--- config.mk ---
export PLATFORM = sky130hd
export DESIGN_NAME = gpio_debounce
export DESIGN_NICKNAME = d
export VERILOG_FILES = /design/src/rtl/gpio_debounce.sv
export SDC_FILE = /design/constraint.sdc
export NUM_CORES = 1
export LEC_CHECK = 0
export ABC_CLOCK_PERIOD_IN_PS = 16950
export BUFFER_PORTS_ARGS = -buffer_cell sky130_fd_sc_hd__buf_4
export CORE_ASPECT_RATIO = 1.1
export CORE_MARGIN = 4
export CORE_UTILIZATION = 45
export CTS_CLUSTER_DIAMETER = 30
export DETAILED_ROUTE_END_ITERATION = 8
export GPL_ROUTABILITY_DRIVEN = 0
export SLEW_MARGIN = 20
export SYNTH_ARGS = -nofsm -noshare
export SYNTH_HDL_FRONTEND = slang
export SYNTH_SLANG_ARGS = --single-unit
--- constraint.sdc ---
create_clock -name clk_sys_i -period 16.95 [get_ports clk_sys_i]
set_clock_uncertainty 0.15 [all_clocks]
set_input_delay 4.2375 -clock clk_sys_i [delete_from_list [all_inputs] [get_ports clk_sys_i]]
set_output_delay 4.2375 -clock clk_sys_i [all_outputs]
set_load 0.01 [all_outputs]
--- src/rtl/gpio_debounce.sv ---
// Switch input conditioning ahead of sonata_system gp_i.
// Each bit passes through a 2-flop synchroniser and then a stability counter;
// a new level is only accepted after DebounceCycles consecutive stable cycles.
//
// Optional feature macro: GPIO_DEBOUNCE_EVENTS_EN
//   Defined   : registered rise/fall pulses, sticky event flags and a level irq.
//   Undefined : rise_o, fall_o, event_o and irq_o are tied to 0 and no edge or
//               event flops exist; event_clr_i and irq_en_i are ignored.
module gpio_debounce #(
  parameter int unsigned Width          = 13,
  parameter int unsigned DebounceCycles = 500000,
  parameter int unsigned CntWidth       = 24
) (
  input  logic             clk_sys_i,
  input  logic             rst_sys_i,
  input  logic [Width-1:0] gpio_i,
  output logic [Width-1:0] gpio_o,
  output logic [Width-1:0] rise_o,
  output logic [Width-1:0] fall_o,
  output logic [Width-1:0] event_o,
  input  logic [Width-1:0] event_clr_i,
  input  logic [Width-1:0] irq_en_i,
  output logic             irq_o
);

  // Terminal count: the cycle on which a differing level is accepted.
  localparam logic [CntWidth-1:0] CntMax = CntWidth'(DebounceCycles - 1);

  // Reject parameter sets where the counter could not hold the terminal count.
  if (DebounceCycles < 1 || (64'(1) << CntWidth) <= 64'(DebounceCycles)) begin : gen_bad_param
    $error("gpio_debounce: DebounceCycles must be >= 1 and < 2**CntWidth");
  end

  logic [Width-1:0]    sync0;
  logic [Width-1:0]    sync1;
  logic [CntWidth-1:0] cnt      [Width];
  logic [CntWidth-1:0] cnt_next [Width];
  logic [Width-1:0]    level_next;

  // Two-flop synchroniser; only sync1 is used downstream.
  always_ff @(posedge clk_sys_i or posedge rst_sys_i) begin
    if (rst_sys_i) begin
      sync0 <= '0;
      sync1 <= '0;
    end else begin
      sync0 <= gpio_i;
      sync1 <= sync0;
    end
  end

  // Per-bit stability counter: any return to the accepted level restarts the
  // window, so the counter is cleared before it could ever reach DebounceCycles.
  always_comb begin
    level_next = gpio_o;
    for (int i = 0; i < Width; i++) begin
      cnt_next[i] = cnt[i];
      if (sync1[i] == gpio_o[i]) begin
        cnt_next[i] = '0;
      end else if (cnt[i] == CntMax) begin
        level_next[i] = sync1[i];
        cnt_next[i]   = '0;
      end else begin
        cnt_next[i] = cnt[i] + CntWidth'(1);
      end
    end
  end

  // Counter and accepted-level registers; gpio_o comes straight from flops.
  always_ff @(posedge clk_sys_i or posedge rst_sys_i) begin
    if (rst_sys_i) begin
      gpio_o <= '0;
      for (int i = 0; i < Width; i++) begin
        cnt[i] <= '0;
      end
    end else begin
      gpio_o <= level_next;
      for (int i = 0; i < Width; i++) begin
        cnt[i] <= cnt_next[i];
      end
    end
  end

`ifdef GPIO_DEBOUNCE_EVENTS_EN
  // Previous accepted level, so edge pulses land the cycle after gpio_o changes.
  logic [Width-1:0] gpio_prev;

  // Edge pulses, sticky events (a set beats a same-cycle clear) and the irq.
  always_ff @(posedge clk_sys_i or posedge rst_sys_i) begin
    if (rst_sys_i) begin
      gpio_prev <= '0;
      rise_o    <= '0;
      fall_o    <= '0;
      event_o   <= '0;
      irq_o     <= 1'b0;
    end else begin
      gpio_prev <= gpio_o;
      rise_o    <= gpio_o & ~gpio_prev;
      fall_o    <= ~gpio_o & gpio_prev;
      event_o   <= (event_o & ~event_clr_i) | rise_o | fall_o;
      irq_o     <= |(event_o & irq_en_i);
    end
  end
`else
  // Event logic absent: outputs held low, control inputs deliberately unused.
  logic unused_event_inputs;
  assign unused_event_inputs = ^{event_clr_i, irq_en_i};
  assign rise_o  = '0;
  assign fall_o  = '0;
  assign event_o = '0;
  assign irq_o   = 1'b0;
`endif

endmodule

=== Yosys cells after proc, flatten, opt, wreduce, memory -nomap -nowiden ===
Index checks and enable logic that the tools add are counted.

* $add $sub $neg: 13
* Equality and inequality tests: 26
* Muxes and demuxes: 26
* Bitwise logic cells: 13
* Reductions and logical operators: 13

{| class="wikitable"
|+ Operators by type and width
! cell !! number
|-
| two-way mux 24 bit || 26
|-
| adder 24 x 1 -> 24 bit (second input constant) || 13
|-
| == test 24 x 19 -> 1 bit (second input constant) || 13
|-
| AND reduction 2 bit || 13
|-
| == test 1 bit || 13
|-
| inverter 1 bit || 13
|}

* Register bits: 351
* Output and inout bits: 53

=== Logic depth before layout (Yosys ltp) ===
Gate-level depths: netlist of run 1.

* Depth after elaboration: 3
* Mapped depth: 7
* Mapped depth without buffers: 5

=== Worst setup path before layout of run 1 ===
Ideal clock, no wire load.

* Kind: register -> output
* From: reg gpio_o[3]
* To: out gpio_o[3]
* Data arrival time: 0.417 ns
* Data required time: 12.563 ns
* Setup slack: 12.145 ns
* Cell stages (with the launch flop): 1
* Buffers on the path: 0
* Cell sequence: dfrtp_1

{| class="wikitable"
|+ RTL lines
! element !! RTL line !! source
|-
| start: declaration || 17 || <nowiki>output logic [Width-1:0] gpio_o,</nowiki>
|-
| start signal: assignment || 76 || <nowiki>gpio_o <= level_next;</nowiki>
|}

No word-level cell between the ends.

=== Worst setup path in the final report of run 1 ===
* From: reg gpio_o[3]
* To: out gpio_o[3]

No word-level cell between the ends.

==> results.json, run 1 <==
{
  "ys.flop_type": "dfrtp_1",
  "htreeDepth": 3,
  "rows": 75,
  "path_delay_family": "flip-flops",
  "cts_root_buf": "clkbuf_16",
  "cp_max_fo": 4,
  "avgSynthCellArea_um2": 9.66,
  "nNetsFinal": 1946,
  "cts_sinks": 351,
  "ant_nets": 0,
  "required_ns": 12.56,
  "ff2ff_setup_slack_ns": 14.45,
  "vdd_drop_max_mv": 0.0870,
  "dp_hpwl_um": 21900,
  "wl_per_cell_um": 14.2,
  "drc": 0,
  "hold_depth": 0,
  "post-synth-top-area-cell": "dfrtp_1",
  "place_area_mm2": 0.0182,
  "final-hold-violation-count": 0,
  "crit_type": "flip-flop to output port",
  "start_kind": "flip-flop",
  "antenna_found_initial": 0,
  "finalCritPeriodShare_pct": 32.8,
  "cpMaxStageDelayCell": "dfrtp_1",
  "die_x_um": 197,
  "worstPathArrival_ns": 1.18,
  "hold_class": "flip-flop to flip-flop",
  "core-area_mm2": 0.0385,
  "vias_per_cell": 5.57,
  "path_cells": "buf_4",
  "fillCellCount": 3359,
  "postCtsResizedCells": 0,
  "finalSetupViolations": 0,
  "postLayoutCellArea_mm2": 0.0215,
  "final_cell_mix": "dfrtp_1 (351), nor2_1 (200), nand4_1 (125)",
  "cts_tree": "yes",
  "powerDensity_mw_per_mm2": 125,
  "worstSkewPairLatency_ns": 0.60,
  "reg2regPathDepth": 5,
  "n_antenna_cell": 0,
  "slew_violations": 0,
  "endpoint_kind": "output port",
  "synth_top_cell_area_share_pct": 49.8,
  "synthesis.area_mm2": 0.0176,
  "die_h_um": 216,
  "synth-async-reset-ratio_pct": 100,
  "synthTopCellsByArea": "dfrtp_1 (50%), xor2_1 (5.2%), nand4_1 (4.4%), nor2_1 (4.3%), xnor2_1 (3.3%)",
  "dp_cells": 2297,
  "grt_max_degree": 145,
  "dr.first_iter.drc_count": 731,
  "status": "finished, final reports clean",
  "r2r_start": "cnt[48]",
  "synth_seq_cells": 351,
  "crit_buf_inv": 1,
  "initial_core_util_pct": 45.8,
  "io_pins": 94,
  "min_period_ns": 5.56,
  "fin_setup_tns_ns": 0,
  "grt_overflow": 0,
  "ctsLongestPathBuffers": 3,
  "min-delay-start": "sync0[9]",
  "final_common_cell": "dfrtp_1",
  "groute.usage.overall_pct": 16.6,
  "hold_end": "sync1[9]",
  "synth_cells": 1825,
  "dp_slack_ns": 10.45,
  "num_vias": 13800,
  "ys_seq_area_share_pct": 49.8,
  "final_layout_size_suffix_gt1_share_pct": 12.7,
  "cts_setup_buffers": 0,
  "r2r-end": "cnt[66]",
  "fin_ws_ns": 11.39,
  "max_slew.worst_pin.slew_ns": 0.877,
  "wl_um": 35000,
  "firstDrtPassIters": 5,
  "grt_pass1_wl_um": 61700,
  "syn2layout_area_growth_pct": 21.8,
  "io_buffers": 27,
  "max_stage_delay_ns": 0.42,
  "slew_headroom_pct": 41.5,
  "synth-edff-count": 0,
  "cts_buffers": 92,
  "path_clk_slew_ns": 0.05,
  "die-area_mm2": 0.0424,
  "ctsHoldBuffers": 0,
  "grt_pass1_vias": 13500,
  "power_leakage_nw": 8.72,
  "total_power_mw": 2.68,
  "max_freq_mhz": 180,
  "rsz0062_at_grt": "no",
  "drv_cap": 0,
  "synth.distinct_cells": 52,
  "yosysWarnings": 0,
  "final_cells": 2469
}
-- metal layers --
metal,GRT usage (%),up-vias,routed length [um]
met4,7.05,0,828
met2,26.2,209,16300
met3,3.91,64,1440
li1,-,6776,-
met5,0,-,0
met1,22.1,6711,16400
-- metrics by stage --
stage / hold WS (ns) / util (%)
finish: 0.195 / 55.8
global route: 0.203 / 55.8
CTS: 0.197 / 55.8
detailed placement: 0.187 / 47.4
floorplan: 0.181 / -
global placement: 0.183 / 47.3
-- report_power, final --
group / leakage, nW / internal, mW / switching (mW)
registers: 4.81 / 0.852 / 0.0102
logic: 2.36 / 0.0145 / 0.0404
clock network: 1.55 / 1.24 / 0.521
total: 8.72 / 2.11 / 0.572
-- how the worst max path moves through the flow --
stage | to | from | slack [ns] | cells after the start
6_report | gpio_o[3] | gpio_o[3] | 11.39 | 1
5_1_grt | gpio_o[3] | gpio_o[3] | 11.32 | 1
4_1_cts | cnt[176] | rst_sys_i | 11.10 | 3
3_5_place_dp | cnt[270] | rst_sys_i | 10.45 | 3
3_3_place_gp | cnt[264] | rst_sys_i | 10.47 | 3
2_1_floorplan | cnt[0] | rst_sys_i | 2.83 | 1
-- synth_stat cells, types with 2 or more instances --
cell      number
a21o_1         2
a21oi_1      115
a31o_2         4
and2_1        11
and3_1        29
and4_1        40
buf_2         12
buf_4         40
clkbuf_1      54
clkbuf_2       3
dfrtp_1      351
ha_1          13
inv_1         40
mux2_2        13
nand2_1      111
nand2b_1       4
nand3_1       95
nand3b_1       2
nand4_1      125
nand4_4        2
nor2_1       200
nor2b_1        6
nor3_1        35
nor4_1        40
nor4b_1       19
o21a_1         2
o21ai_0       72
o221ai_1       2
o22ai_1        2
o31ai_1       50
o41ai_1        4
o41ai_2        3
or2_2          5
or3_1         71
or3_2          2
or4_1         55
or4b_1         2
or4b_2         6
xnor2_1       66
xor2_1       105
-- kinds of logic after synthesis --
| logic type | synth area share (%) |
|---|---|
| buffers and inverters | 4.13 |
| multiplexers | 0.830 |
| AND/OR/NAND/NOR | 27.0 |
| flip-flops | 49.8 |
| adder cells (fa/ha/maj) | 0.922 |
| other | 0.0213 |
| XOR/XNOR | 8.49 |
| AO/OA/AOI/OAI | 8.75 |
-- registers in the layout (all words and copies together) (netlist names) --
| name | cells |
|---|---|
| cnt | 312 |
| gpio_o | 13 |
| sync1 | 13 |
| sync0 | 13 |
-- cell type report --
| class | instances | area, um^2 | share of cell area (%) |
|---|---|---|---|
| Timing Repair Buffer | 43 | 347 | 1.61 |
| Multi-Input combinational cell | 1364 | 8340 | 38.8 |
| Tap cell | 500 | 626 | 2.91 |
| Clock buffer | 121 | 2620 | 12.2 |
| Sequential cell | 351 | 8780 | 40.9 |
| Clock inverter | 50 | 616 | 2.87 |
| Inverter | 40 | 158 | 0.734 |
Note: power is estimated with default switching activity, not from simulation.
==> inputs of run 2 (changes only) <==
ABC_AREA = 1   (was unset)
ABC_CLOCK_PERIOD_IN_PS = 4610   (was 16950)
clock period = 4.61 ns   (was 16.95 ns; I/O delays follow)
==> run 2 against run 1 <==
First-iteration DRC count increased by 8.2%. Flip-flop and latch count unchanged. Largest power group unchanged. Count of clock-buffer cells in the layout decreased by 20. Global-route usage increased by 1.6 points. Non-clock buffer count decreased by 8. Sequential power increased to 3.7 times the previous value. Register-to-register slack got worse by 12 ns. Wire length increased by 22%. Synthesized cell count increased by 48%.
==> results.json, run 2 <==
{
  "hold_depth": 0,
  "vias_per_cell": 4.77,
  "finalSetupViolations": 0,
  "pwr-share-clk_pct": 65.5,
  "internal_power_mw": 7.70,
  "drv_cap": 0,
  "ant_nets": 0,
  "final_layout_size_suffix_gt1_share_pct": 11.4,
  "nNetsFinal": 2862,
  "ctsLongestPathBuffers": 3,
  "synth-edff-count": 0,
  "path_cells": "buf_4",
  "path_clk_slew_ns": 0.05,
  "hold_class": "flip-flop to flip-flop",
  "min_period_ns": 2.50,
  "post-route-util_pct": 54.6,
  "final_cell_mix": "nor2_1 (681), nand2_1 (611), dfrtp_1 (351)",
  "worstPathArrival_ns": 1.20,
  "cts_root_buf": "clkbuf_16",
  "io_pins": 94,
  "dp_cells": 3295,
  "wl_per_cell_um": 12.4,
  "largest-register": "cnt",
  "antenna_found_initial": 0,
  "cts_tree": "yes",
  "multi_input_area_mm2": 0.00954,
  "post-synth-top-area-cell": "dfrtp_1",
  "die_h_um": 228,
  "core-area_mm2": 0.0433,
  "dr.first_iter.drc_count": 791,
  "yosysMostFrequentCell": "nor2_1",
  "firstDrtPassIters": 5,
  "area.sequential_mm2": 0.00878,
  "max_slew.worst_pin.slew_ns": 0.897,
  "synthesis.area_mm2": 0.0197,
  "reg2regPathDepth": 8,
  "fillCellCount": 4102,
  "place_area_mm2": 0.0206,
  "p_switching_mw": 2.05,
  "final_cells": 3450,
  "crit_buf_inv": 1,
  "die_x_um": 208,
  "num_vias": 16500,
  "groute.usage.overall_pct": 18.2,
  "final_common_cell": "nor2_1",
  "ctsHoldBuffers": 0,
  "yosysWarnings": 0,
  "grt_pass1_vias": 16400,
  "grt_pass1_wl_um": 75100,
  "cts_sinks": 351,
  "cpMaxStageDelayCell": "dfrtp_1",
  "max_freq_mhz": 400,
  "path_delay_family": "flip-flops",
  "max_stage_delay_ns": 0.44,
  "worstSkewPairLatency_ns": 0.59,
  "crit_cells": 1,
  "yosys-top-cells-count": "nor2_1 (681), nand2_1 (611), dfrtp_1 (351)",
  "required_ns": 3.31,
  "synth.distinct_cells": 28,
  "grt_max_degree": 77,
  "total_power_mw": 9.75,
  "ys_seq_area_share_pct": 44.5,
  "rows": 80,
  "endpoint_kind": "output port",
  "dp_hpwl_um": 30300,
  "crit_type": "flip-flop to output port",
  "vdd_drop_max_mv": 0.307,
  "synth_cells": 2700,
  "ys.flop_type": "dfrtp_1",
  "start_kind": "flip-flop",
  "ff2ff_setup_slack_ns": 2.81,
  "postLayoutCellArea_mm2": 0.0237,
  "final-hold-violation-count": 0,
  "wl_um": 42700,
  "synth_top_cell_area_share_pct": 44.5,
  "synth_seq_cells": 351,
  "largest_reg_flops": 312,
  "syn2layout_area_growth_pct": 19.9,
  "combPwrFrac_pct": 2.2,
  "avgSynthCellArea_um2": 7.31,
  "cts_setup_buffers": 0,
  "die-area_mm2": 0.0473,
  "slew_violations": 0,
  "fin_ws_ns": 2.11,
  "finalCritPeriodShare_pct": 54.2,
  "synthTopCellsByArea": "dfrtp_1 (44%), nor2_1 (13%), nand2_1 (12%), inv_1 (5.9%), nand3_1 (5.7%)",
  "slew_headroom_pct": 40.1,
  "initial_core_util_pct": 45.6,
  "p_sw_share_pct": 21.0,
  "cp_max_fo": 3,
  "dp_slack_ns": 2.14,
  "status": "finished, final reports clean",
  "htreeDepth": 3,
  "grt_overflow": 0,
  "p_seq_share_pct": 32.4,
  "power_leakage_nw": 10.3,
  "drc": 0,
  "n_antenna_cell": 0,
  "io_buffers": 27,
  "powerDensity_mw_per_mm2": 412,
  "synth-async-reset-ratio_pct": 100,
  "cts_buffers": 85,
  "rsz0062_at_grt": "no",
  "postCtsResizedCells": 0
}
-- run 2: path summary, 6_finish.rpt --
path                            from         to
setup / recovery           gpio_o[4]  gpio_o[4]
hold / removal              sync0[9]   sync1[9]
setup reg to reg             cnt[96]   cnt[111]
hold reg to reg             sync0[9]   sync1[9]
max in group asynchronous  rst_sys_i   cnt[101]
min in group asynchronous  rst_sys_i   cnt[151]
-- run 2: layout make-up --
cell class | count | area share, %
multi-input cells | 2014 | 40.3
flip-flops and latches | 351 | 37.1
clock buffers | 101 | 9.90
inverters | 321 | 5.11
clock inverters | 54 | 3.24
well taps | 574 | 3.03
repair buffers | 35 | 1.32
-- run 2: kinds of logic (layout without fill, tap and decap cells) --
logic type / after synthesis / after routing / share of synthesized area [%]
AND/OR/NAND/NOR: 1704 / 1704 / 36.8
buffers and inverters: 374 / 511 / 7.95
flip-flops: 351 / 351 / 44.5
XOR/XNOR: 158 / 158 / 7.27
AO/OA/AOI/OAI: 99 / 99 / 2.67
adder cells (fa/ha/maj): 13 / 13 / 0.824
other: 1 / 40 / 0.0190
-- run 2: metrics by stage --
step	setup TNS (ns)	hold slack (ns)
after global placement	0	0.182
final	0	0.193
after detailed placement	0	0.186
after global routing	0	0.194
after floorplan	-488.91	0.181
after CTS	0	0.193
-- run 2: power groups by stage --
stage               clock network [mW]  logic (mW)  registers, mW
floorplan                            0       0.175           3.20
global placement                     0       0.214           3.20
detailed placement                   0       0.217           3.20
CTS                               6.54       0.220           3.16
global route                      6.72       0.251           3.16
finish                            6.39       0.210           3.16
-- run 2: metal layers --
metal,routed length (um),global-route usage [%]
met4,865,6.41
met3,1580,3.42
met2,20400,30.6
met5,0,0
met1,19900,23.8
